$ cat src/rtl/vga_pkg.sv
// Shared VGA timing defaults (640x480@60) and the pixel colour type.
package vga_pkg;

   localparam int unsigned COORD_W = 10;

   localparam int unsigned DEF_H_VISIBLE = 640;
   localparam int unsigned DEF_H_FRONT   = 16;
   localparam int unsigned DEF_H_SYNC    = 96;
   localparam int unsigned DEF_H_BACK    = 48;
   localparam int unsigned DEF_V_VISIBLE = 480;
   localparam int unsigned DEF_V_FRONT   = 10;
   localparam int unsigned DEF_V_SYNC    = 2;
   localparam int unsigned DEF_V_BACK    = 33;

   localparam int unsigned DEF_H_TOTAL =
      DEF_H_VISIBLE + DEF_H_FRONT + DEF_H_SYNC + DEF_H_BACK;
   localparam int unsigned DEF_V_TOTAL =
      DEF_V_VISIBLE + DEF_V_FRONT + DEF_V_SYNC + DEF_V_BACK;

   // 2 bits per channel: {r[1:0], g[1:0], b[1:0]}
   typedef logic [5:0] rgb_t;

endpackage

$ cat src/rtl/vga_axis_counter.sv
// One scan axis: wrapping position counter plus sync-window and visible-region decode.
module vga_axis_counter
   import vga_pkg::*;
#(
   parameter int unsigned TOTAL      = 800,
   parameter int unsigned SYNC_START = 656,
   parameter int unsigned SYNC_LEN   = 96,
   parameter int unsigned VISIBLE    = 640
) (
   input  logic               clk,
   input  logic               rst_n,
   input  logic               enable,
   output logic               wrap,
   output logic [COORD_W-1:0] count,
   output logic               in_sync,
   output logic               in_visible
);

   localparam logic [COORD_W-1:0] LAST    = COORD_W'(TOTAL - 1);
   localparam logic [COORD_W-1:0] SYNC_LO = COORD_W'(SYNC_START);
   localparam logic [COORD_W-1:0] VIS_END = COORD_W'(VISIBLE);
   // One extra bit so a sync window ending exactly at 1024 still decodes
   localparam logic [COORD_W:0]   SYNC_HI = (COORD_W + 1)'(SYNC_START + SYNC_LEN);

   logic [COORD_W-1:0] count_q;

   // Position register: advance on enable, return to 0 after the last position
   always_ff @(posedge clk or negedge rst_n) begin
      if (!rst_n) begin
         count_q <= '0;
      end else if (enable) begin
         if (count_q == LAST) count_q <= '0;
         else                 count_q <= count_q + 1'b1;
      end
   end

   // Decode from the current position; wrap means "at terminal count", not gated by enable
   always_comb begin
      wrap       = (count_q == LAST);
      in_sync    = (count_q >= SYNC_LO) && ({1'b0, count_q} < SYNC_HI);
      in_visible = (count_q < VIS_END);
   end

   assign count = count_q;

endmodule

$ cat src/rtl/vga_timing.sv
// VGA raster timing: pixel divider, h/v scan counters, pin-aligned sync/rgb registers, frame strobe.
module vga_timing
   import vga_pkg::*;
#(
   parameter int unsigned H_VISIBLE = DEF_H_VISIBLE,
   parameter int unsigned H_FRONT   = DEF_H_FRONT,
   parameter int unsigned H_SYNC    = DEF_H_SYNC,
   parameter int unsigned H_BACK    = DEF_H_BACK,
   parameter int unsigned V_VISIBLE = DEF_V_VISIBLE,
   parameter int unsigned V_FRONT   = DEF_V_FRONT,
   parameter int unsigned V_SYNC    = DEF_V_SYNC,
   parameter int unsigned V_BACK    = DEF_V_BACK,
   parameter int unsigned CLK_DIV   = 1
) (
   input  logic               clk,
   input  logic               rst_n,
   output logic [COORD_W-1:0] row,
   output logic [COORD_W-1:0] col,
   output logic               visible,
   input  rgb_t               rgb_in,
   output logic               pixel_tick,
   output logic               hsync,
   output logic               vsync,
   output rgb_t               rgb_out,
   output logic               frame_start,
   output logic [15:0]        frame_count
);

   localparam int unsigned H_TOTAL = H_VISIBLE + H_FRONT + H_SYNC + H_BACK;
   localparam int unsigned V_TOTAL = V_VISIBLE + V_FRONT + V_SYNC + V_BACK;

   localparam int unsigned     DIV_W    = (CLK_DIV > 1) ? $clog2(CLK_DIV) : 1;
   localparam logic [DIV_W-1:0] DIV_LAST = DIV_W'(CLK_DIV - 1);

   logic [DIV_W-1:0] div_q;
   logic             h_wrap, h_sync, h_vis;
   logic             v_wrap, v_sync, v_vis;
   logic             hsync_q, vsync_q, frame_start_q;
   rgb_t             rgb_q;
   logic [15:0]      frame_count_q;

   // Pixel-clock divider; with CLK_DIV==1 it stays at 0 and every cycle ticks
   always_ff @(posedge clk or negedge rst_n) begin
      if (!rst_n)          div_q <= '0;
      else if (pixel_tick) div_q <= '0;
      else                 div_q <= div_q + 1'b1;
   end

   assign pixel_tick = (div_q == DIV_LAST);

   vga_axis_counter #(
      .TOTAL      (H_TOTAL),
      .SYNC_START (H_VISIBLE + H_FRONT),
      .SYNC_LEN   (H_SYNC),
      .VISIBLE    (H_VISIBLE)
   ) u_h (
      .clk        (clk),
      .rst_n      (rst_n),
      .enable     (pixel_tick),
      .wrap       (h_wrap),
      .count      (col),
      .in_sync    (h_sync),
      .in_visible (h_vis)
   );

   vga_axis_counter #(
      .TOTAL      (V_TOTAL),
      .SYNC_START (V_VISIBLE + V_FRONT),
      .SYNC_LEN   (V_SYNC),
      .VISIBLE    (V_VISIBLE)
   ) u_v (
      .clk        (clk),
      .rst_n      (rst_n),
      .enable     (pixel_tick && h_wrap),
      .wrap       (v_wrap),
      .count      (row),
      .in_sync    (v_sync),
      .in_visible (v_vis)
   );

   assign visible = h_vis && v_vis;

   // Pin stage: sampled from the pre-update position so sync and colour leave together
   always_ff @(posedge clk or negedge rst_n) begin
      if (!rst_n) begin
         hsync_q <= 1'b1;
         vsync_q <= 1'b1;
         rgb_q   <= '0;
      end else if (pixel_tick) begin
         hsync_q <= !h_sync;
         vsync_q <= !v_sync;
         rgb_q   <= visible ? rgb_in : '0;
      end
   end

   // Frame strobe and counter: both update on the tick that leaves the last pixel of the frame
   always_ff @(posedge clk or negedge rst_n) begin
      if (!rst_n) begin
         frame_start_q <= 1'b0;
         frame_count_q <= '0;
      end else begin
         frame_start_q <= pixel_tick && h_wrap && v_wrap;
         if (pixel_tick && h_wrap && v_wrap) frame_count_q <= frame_count_q + 16'd1;
      end
   end

   assign hsync       = hsync_q;
   assign vsync       = vsync_q;
   assign rgb_out     = rgb_q;
   assign frame_start = frame_start_q;
   assign frame_count = frame_count_q;

endmodule

$ cat config.mk
export PLATFORM = sky130hd
export DESIGN_NAME = vga_timing
export DESIGN_NICKNAME = d
export VERILOG_FILES = /design/src/rtl/vga_pkg.sv /design/src/rtl/vga_axis_counter.sv /design/src/rtl/vga_timing.sv
export SDC_FILE = /design/constraint.sdc
export NUM_CORES = 1
export LEC_CHECK = 0
export BUFFER_PORTS_ARGS = -buffer_cell sky130_fd_sc_hd__buf_2
export CORE_MARGIN = 1.5
export CORE_UTILIZATION = 40
export CTS_BUF_LIST = sky130_fd_sc_hd__clkbuf_4
export CTS_CLUSTER_SIZE = 12
export DETAILED_ROUTE_END_ITERATION = 12
export HOLD_SLACK_MARGIN = 0.12
export PLACE_DENSITY = 0.71
export SYNTH_ARGS = -nofsm -noshare
export SYNTH_HDL_FRONTEND = slang
export SYNTH_HIERARCHICAL = 1
export SYNTH_SLANG_ARGS = --single-unit
$ cat constraint.sdc
create_clock -name clk -period 2.5 [get_ports clk]
set_clock_uncertainty 0.05 [all_clocks]
set_input_delay 0.5 -clock clk [delete_from_list [all_inputs] [get_ports clk]]
set_output_delay 0.5 -clock clk [all_outputs]
set_load 0.02 [all_outputs]
* Word-level counts from Yosys, hierarchy flattened
Index checks and enable logic that the tools add are counted.
Storage, ports and cells: bits in latches 0, RAM bits 0, bits in registers 46, input bits 8, memories 0, memory bits (read-only) 0, output and inout bits 47, word-level logic and storage cells 32
Operators by class: multiplexer cells 4, bitwise logic cells 1, add/sub/neg operators 4, div/mod/pow operators 0, shift-type cells 0, $lt $le $gt $ge 6, reduce and logical (&&, ||, !) cells 7, multipliers 0, equality and inequality tests 2
Operator list (count):
- adder 10 x 1 -> 10 bit, second input constant | 2
- == test 10 bit, second input constant | 2
- less-than comparator 10 bit, second input constant | 2
- less-than comparator 10 x 9 -> 1 bit, second input constant | 2
- 2-to-1 mux 10 bit | 2
- adder 16 x 1 -> 16 bit, second input constant | 1
- >= comparator 10 bit, second input constant | 1
- >= comparator 10 x 9 -> 1 bit, second input constant | 1
- 2-to-1 mux 6 bit | 1
- logical AND 1 bit | 5
- logical NOT 1 bit | 2
- adder 1 bit, second input constant | 1
- 2-to-1 mux 1 bit | 1
- NOT 1 bit | 1

* Depth between registers and ports, before layout
Gate-level depths: netlist of run 1.
depth in word-level cells 3, mapped depth 8, mapped depth without buffers 8

* Modules after synthesis
Netlist of run 1, hierarchy kept.
By module, submodules not included:
- vga_timing | sequential area each 628.1 um^2, area an instance 1027.2 um^2, instances 1, cells each 81
- vga_axis_counter (u_v) | sequential area each 250.2 um^2, area an instance 565.5 um^2, instances 1, cells each 57
- vga_axis_counter (u_h) | sequential area each 250.2 um^2, area an instance 539.3 um^2, instances 1, cells each 55

* Worst setup path before layout of run 1
Ideal clock, no wire load.
path type reg-to-reg, from reg u_v.count_q[6], in the netlist u_v/count[6], to reg frame_count_q[7], in the netlist frame_count[7], cell stages (with the launch flop) 8, period minus slack after synthesis 2.277 ns, path buffers 1, setup time 0.132 ns, arrival time 2.095 ns, slack 0.223 ns, required time 2.318 ns, cells stage by stage dfrtp_1 or4b_1 buf_2 nor3_2 nand2_1 nor3_1 nand3_1 xnor2_1
Between the ends: word-level cells in the longest chain between the ends 2
RTL lines:
- from (decl) | line vga_axis_counter.sv:25 | logic [COORD_W-1:0] count_q;
- from (signal assigned) | line vga_axis_counter.sv:33 | else count_q <= count_q + 1'b1;
- == test 10 bit | line vga_axis_counter.sv:39 | wrap = (count_q == LAST);
- via v_wrap | line vga_timing.sv:37 | logic v_wrap, v_sync, v_vis;
- logical AND 1 bit | line vga_timing.sv:103 | if (pixel_tick && h_wrap && v_wrap) frame_count_q <= frame_count_q + 16'd1;
- to (signal assigned) | line vga_timing.sv:103
- to (decl) | line vga_timing.sv:40 | logic [15:0] frame_count_q;
The timed path passes the listed nets, and every way through them passes these cells. A chain may end at the register's enable or synchronous reset.

* Final worst setup path of run 1
from reg u_v.count_q[6], in the netlist u_v/count[6], to reg frame_count_q[13], in the netlist frame_count[13]
Same word-level chain as after synthesis.

==> impl_metrics.py, run 1 <==
metrics = {
    "die": {
        "start_util_pct": 41.74,
        "die_y_um": 76.01,
        "io_pins": 55,
        "num_rows": 26,
        "die_x_um": 76.01,
        "dieArea_um2": 5777,
        "core_region_area_um2": 5107,
    },
    "worst_setup_path": {
        "start_kind": "flip-flop",
        "cp.required_ps": 2730,
        "worstPathArrival_ps": 2480,
        "crit_family": "simple AND/OR/NAND/NOR gates",
        "critPathMaxStageDelay_ps": 600,
        "r2r_start": "u_v/count[6]",
        "endpoint_kind": "flip-flop",
        "critPathKind": "flip-flop to flip-flop",
        "crit_buf_inv": 0,
        "cpMaxStageDelayCell": "or4b_1",
        "cp-startpoint": "u_v/count[6]",
        "worstPathCellList": "or4b_1, nor3_2, nand4_2, nor4_4, nand3_1, xnor2_1",
        "worst-path-max-fanout": 5,
    },
    "global_route": {
        "grtUsageTotal_pct": 15.81,
        "grt_start_max_net_pins": 30,
        "grt_pass1_wl_um": 7348,
        "grt_remaining_overflow": 0,
        "grt_pass1_vias": 1593,
        "grt_antenna_before_repair": 0,
    },
    "cells_and_area": {
        "syn_to_final_growth_pct": 22.54,
        "mostFrequentLayoutCell": "buf_2",
        "antennaDiodeCount": 0,
        "drive_gt1_share_pct": 30.83,
        "final_nets": 278,
        "final_cell_mix": "53 x buf_2, 43 x dfrtp_1, 16 x nand2_1, 16 x xnor2_1, 15 x nand3_1",
    },
    "clock_network": {
        "clk_pin_slew_worst_paths_ps": 150,
        "clockRootBuffer": "clkbuf_4",
        "cts_tree": "yes",
        "cts_made_buffers": 5,
        "insertion_delay_ps": 370,
        "h-tree-depth": 2,
        "clkSinkCount": 45,
        "post-cts-setup-buffer-count": 0,
        "clock_path_buffers": 2,
    },
    "power": {
        "power.switching_mw": 0.4643,
        "peakVddDrop_uv": 460.0,
        "p_int_mw": 0.9808,
        "sw_frac_of_total_pct": 32.13,
        "combinationalPowerShare_pct": 16.0,
        "power_mw": 1.445,
        "p_leak_nw": 1.311,
        "powerDensity_nw_per_um2": 553.1,
        "p_seq_share_pct": 58.9,
        "clock_power_share_pct": 25.1,
    },
    "routing": {
        "vias": 1648,
        "ant_nets": 0,
        "routedWlPerCell_um": 12.39,
        "vias_per_cell": 4.905,
        "dr.pass1.iters": 4,
        "wl_um": 4163,
        "drtIter0Drc": 88,
        "drc_errors": 0,
    },
    "sta": {
        "hold_viol": 0,
        "max_slew.worst_pin.slew_ps": 660.8,
        "grt_setup_unrepaired": "false",
        "slew_headroom_pct": 55.95,
        "max_freq_mhz": 444.5,
        "setup_viol": 0,
        "slew_viol_final": 0,
        "worst_slack_ps": 250.3,
        "post-route-period-util_pct": 89.99,
        "fin_tns_setup_ps": 0,
        "period_minus_slack_ps": 2250,
    },
    "synth": {
        "dominantRegCellSynth": "dfrtp_1",
        "synth_cell_types": 44,
        "yosysSeqAreaShare_pct": 52.93,
        "syn_avg_cell_area_um2": 11.05,
        "synth_cells": 193,
        "ys_ff_latch": 45,
        "synth-edff-count": 0,
        "yosysWarningCount": 6,
        "netlist_area_um2": 2132,
        "ys_async_sr_fraction_pct": 100.0,
    },
    "place": {
        "place.gp.congestion": 0.8251,
        "port_buffers": 53,
        "dp_hpwl_um": 3074,
        "pre_cts_slack_ps": 224.4,
    },
    "job": {
        "max_cap_viol_count": 0,
    },
    "hold_path": {
        "min_from": "rgb_in[5]",
        "hp-class": "input pin to flip-flop",
    },
    "run_status": {
        "outcome": "finished, final reports clean",
    },
}
## cells in the mapped netlist (all sizes together) (5+ instances only)
cell    n  area share [%]
nor3    9             3.1
nand4   8             2.6
dfrtp  43              50
xnor2  16             6.6
inv    10             1.8
and3   10             2.9
nand3  17             4.8
ha      5             2.9
xor2   11             4.5
nor2   10             1.8
o21ai   6             1.4
nand2  16             2.8
## power by group through the flow
stage / Sequential (mW) / Combinational (mW) / Clock (mW)
5_1_grt: 0.864 / 0.260 / 0.412
3_3_place_gp: 0.863 / 0.228 / 0
3_5_place_dp: 0.864 / 0.234 / 0
6_report: 0.851 / 0.232 / 0.363
4_1_cts: 0.851 / 0.235 / 0.381
2_1_floorplan: 0.899 / 0.109 / 0
## flip-flops by register name (all words and copies together) (netlist names)
| register | cells |
|---|---|
| frame_count | 16 |
| u_v/count | 10 |
| hsync | 1 |
| vsync | 1 |
| rgb_out | 6 |
| frame_start | 1 |
| u_h/count | 10 |
## area by class of cell
cell class | count | area (µm²)
timing repair buffer | 60 | 320.3
clock inverter | 3 | 25.02
tap | 70 | 87.58
clock buffer | 5 | 37.54
sequential | 45 | 1129
multi-input combinational | 143 | 975.9
fill | 509 | 2495
inverter | 10 | 37.54
## repair_timing
| item | in CTS | in global routing |
|---|---|---|
| endpoints found under the setup margin | 0 | 1 |
| hold buffers | 1 | 0 |
| gates resized for setup | 0 | 1 |
| hold endpoints to repair | 16 | 0 |
## metrics by stage
| stage | util (%) | cells | area [µm²] | hold slack [ps] |
|---|---|---|---|---|
| global placement | 49.63 | 327 | 2535 | 409.6 |
| finish | 51.15 | 336 | 2613 | 335.7 |
| floorplan | - | 202 | 2166 | 154.4 |
| global route | 51.15 | 336 | 2613 | 325.6 |
| CTS | 51.05 | 336 | 2608 | 320.9 |
| detailed placement | 49.63 | 327 | 2535 | 419.3 |
## worst paths after layout
path	to	slack, ps	depth (start not counted)
setup reg to reg	frame_count[13]	250	6
max in group asynchronous	u_v/count[6]	1170	3
hold reg to reg	frame_count[15]	440	1
min in group asynchronous	frame_count[13]	620	2
hold / removal	rgb_out[5]	340	2
setup / recovery	frame_count[13]	250	6
## logic make-up (layout without fill, tap and decap cells)
family / after synthesis / in the layout / synth area share (%)
buffers and inverters: 14 / 78 / 3.110
adders and majority gates: 5 / 5 / 2.934
muxes: 1 / 1 / 0.5281
other: 1 / 10 / 0.1759
AOI/OAI and AO/OA: 15 / 15 / 4.754
xor gates and xnor gates: 27 / 27 / 11.09
and+or+nand+nor: 85 / 85 / 24.47
DFF: 45 / 45 / 52.93
## routing by layer
metal,up-vias,part of all wire (%),routed length [µm],track usage (%)
met1,789,46,1930,21.32
li1,810,-,-,-
met2,41,46,1915,24.68
met5,-,0,0,0
met3,8,5.5,230,4.072
met4,0,2.1,87,5.926
## worst register-to-register path, cell delays in order, from the launching register on
cell,delay [ps]
dfrtp_1,450
or4b_1,600
nor3_2,330
nand4_2,180
nor4_4,300
nand3_1,140
xnor2_1,130
Power figures use the tool's default switching activity.
==> run 2: changes to the inputs <==
--- a/config.mk
+++ b/config.mk
@@ -12,7 +12,7 @@
 export CTS_CLUSTER_SIZE = 12
 export DETAILED_ROUTE_END_ITERATION = 12
 export HOLD_SLACK_MARGIN = 0.12
-export PLACE_DENSITY = 0.71
+export PLACE_DENSITY = 0.74
 export SYNTH_ARGS = -nofsm -noshare
 export SYNTH_HDL_FRONTEND = slang
 export SYNTH_HIERARCHICAL = 1
==> constraint.sdc (replaced) <==
create_clock -name clk -period 1.8 [get_ports clk]
set_clock_uncertainty 0.05 [all_clocks]
set_input_delay 0.36 -clock clk [delete_from_list [all_inputs] [get_ports clk]]
set_output_delay 0.36 -clock clk [all_outputs]
set_load 0.02 [all_outputs]
==> run 2 against run 1 <==
  * The flow now finishes with violations (setup timing)
  * Clock power increased by 73%
  * First-iteration DRC count up 16%
  * Sequential share of layout area decreased by 7.0 points
  * Critical path depth rose by 1
  * Core utilization is 10 points higher
  * Wire length grew 20%
==> impl_metrics.py, run 2 (synthesis gave the netlist of run 1 again) <==
metrics = {
    "worst_setup_path": {
        "path_common_cell": "buf_6",
        "r2r_start": "u_v/count[6]",
        "critPathMaxStageDelay_ps": 420,
        "worstPathArrival_ps": 1700,
        "start_kind": "flip-flop",
        "crit_family": "simple AND/OR/NAND/NOR gates",
        "reg2reg_to": "frame_count[13]",
        "cpMaxStageDelayCell": "dfrtp_2",
        "reg2reg_depth": 6,
        "cp-startpoint": "u_v/count[6]",
        "critPathKind": "flip-flop to output pin",
        "cp.required_ps": 1390,
        "crit_buf_inv": 4,
        "worstPathCellList": "buf_4, buf_6, buf_6, nand4_1, nor2b_4, and2_4, buf_6",
        "regToRegSetupSlack_ps": -310,
        "worst-path-max-fanout": 6,
        "endpoint_kind": "output pin",
    },
    "cells_and_area": {
        "seq_area_um2": 1136,
        "final_nets": 323,
        "mostFrequentLayoutCell": "buf_2",
        "fin_util_pct": 61.37,
        "antennaDiodeCount": 0,
        "multiInputGateArea_um2": 1084,
        "largest_register_ffs": 16,
        "syn_to_final_growth_pct": 47.01,
        "num-fill-cells": 429,
        "final_cell_mix": "52 x buf_2, 41 x buf_4, 37 x dfrtp_1",
        "drive_gt1_share_pct": 48.23,
    },
    "hold_path": {
        "hold_path_end": "rgb_out[0]",
        "min_path_cells": 2,
        "min_from": "rgb_in[0]",
        "hp-class": "input pin to flip-flop",
    },
    "routing": {
        "ant_nets": 0,
        "wl_um": 4988,
        "vias": 1883,
        "wl_met2_um": 2594,
        "met1_length_um": 2124,
        "routed.top_layer": "met4",
        "drc_errors": 0,
        "routedWlPerCell_um": 13.09,
        "drtIter0Drc": 102,
        "routed-wl-met3_um": 170,
        "vias_per_cell": 4.942,
        "dr.pass1.iters": 4,
    },
    "global_route": {
        "grt_remaining_overflow": 0,
        "grt_pass1_wl_um": 8349,
        "grt_pass1_vias": 1795,
        "grtUsageTotal_pct": 18.17,
        "grt_antenna_before_repair": 0,
        "grt_start_max_net_pins": 46,
    },
    "die": {
        "io_pins": 55,
        "die_x_um": 76.01,
        "num_rows": 26,
        "die_y_um": 76.01,
        "core_region_area_um2": 5107,
        "dieArea_um2": 5777,
        "start_util_pct": 41.74,
    },
    "sta": {
        "period_minus_slack_ps": 2109,
        "hold_viol": 0,
        "grt_setup_unrepaired": "true",
        "max_freq_mhz": 474.2,
        "hold-worst-slack_ps": 183.6,
        "max_slew.worst_pin.slew_ps": 563.0,
        "setup_viol": 24,
        "slew_viol_final": 0,
        "post-route-period-util_pct": 117.2,
        "worst_slack_ps": -309.0,
        "slew_headroom_pct": 62.46,
    },
    "place": {
        "place.gp.congestion": 0.8420,
        "port_buffers": 53,
        "dp_hpwl_um": 3459,
    },
    "run_status": {
        "outcome": "finished, violations left",
        "violations": "setup timing",
    },
    "clock_network": {
        "h-tree-depth": 2,
        "clk_pin_slew_worst_paths_ps": 130,
        "insertion_delay_ps": 360,
        "clock_path_buffers": 2,
        "clkSinkCount": 45,
        "cts_tree": "yes",
        "cts_made_buffers": 5,
        "clockRootBuffer": "clkbuf_4",
    },
    "job": {
        "max_cap_viol_count": 0,
    },
    "power": {
        "powerDensity_nw_per_um2": 718.8,
        "peakVddDrop_uv": 563.7,
        "p_leak_nw": 1.641,
    },
}
[run 2: cell types whose count changed in the layout (fill, tap and decap cells not counted), sizes merged]
cell	delta
buf	+45
bufinv	+1
inv	-2
clkinvlp	-1
clkbuf	+1
clkinv	+1
[run 2: report_power, final]
part | switching, mW | total (mW) | internal [mW]
logic | 0.299 | 0.513 | 0.214
clock network | 0.324 | 0.628 | 0.305
registers | 0.0342 | 1.11 | 1.08
[run 2: worst max-delay path by stage]
stage	to	slack, ps	depth (start not counted)
final	visible	-310	7
after CTS	frame_count[13]	-310	6
after detailed placement	frame_count[13]	-350	6
after global placement	frame_count[13]	-270	6
after global routing	frame_count[13]	-400	6
after floorplan	frame_count[7]	-350	7
[run 2: stage by stage]
stage	std cells	instance area [µm²]	setup slack [ps]	TNS [ps]	power, mW
2_1_floorplan	202	2196	-349.9	-4491	1.403
3_3_place_gp	360	2825	-272.4	-3211	1.610
3_5_place_dp	360	2825	-349.3	-3852	1.625
4_1_cts	375	3027	-305.4	-3369	2.251
5_1_grt	381	3134	-399.9	-6013	2.366
6_report	381	3134	-309.0	-3632	2.253
[run 2: layout make-up]
cell class	instances	share of cell area, %
clock buffer	6	1.437
sequential	45	36.25
tap	70	2.794
multi-input combinational	143	34.57
clock inverter	2	1.078
inverter	10	1.198
timing repair buffer	105	22.67
[run 2: routing by layer]
layer  up-vias  global-route usage [%]
met1       939                   22.35
met4         0                   7.963
met3        10                   3.713
met5         -                       0
met2        35                   30.99
li1        899                       -
[run 2: timing repair]
item                                   4_1_cts  5_1_grt
pin swaps                                   13       14
gates resized for setup                     17       17
setup endpoints to repair                   23       28
buffers inserted                             7        7
gates cloned                                 0        0
hold buffers                                 1        0
endpoints found under the hold margin       43        0
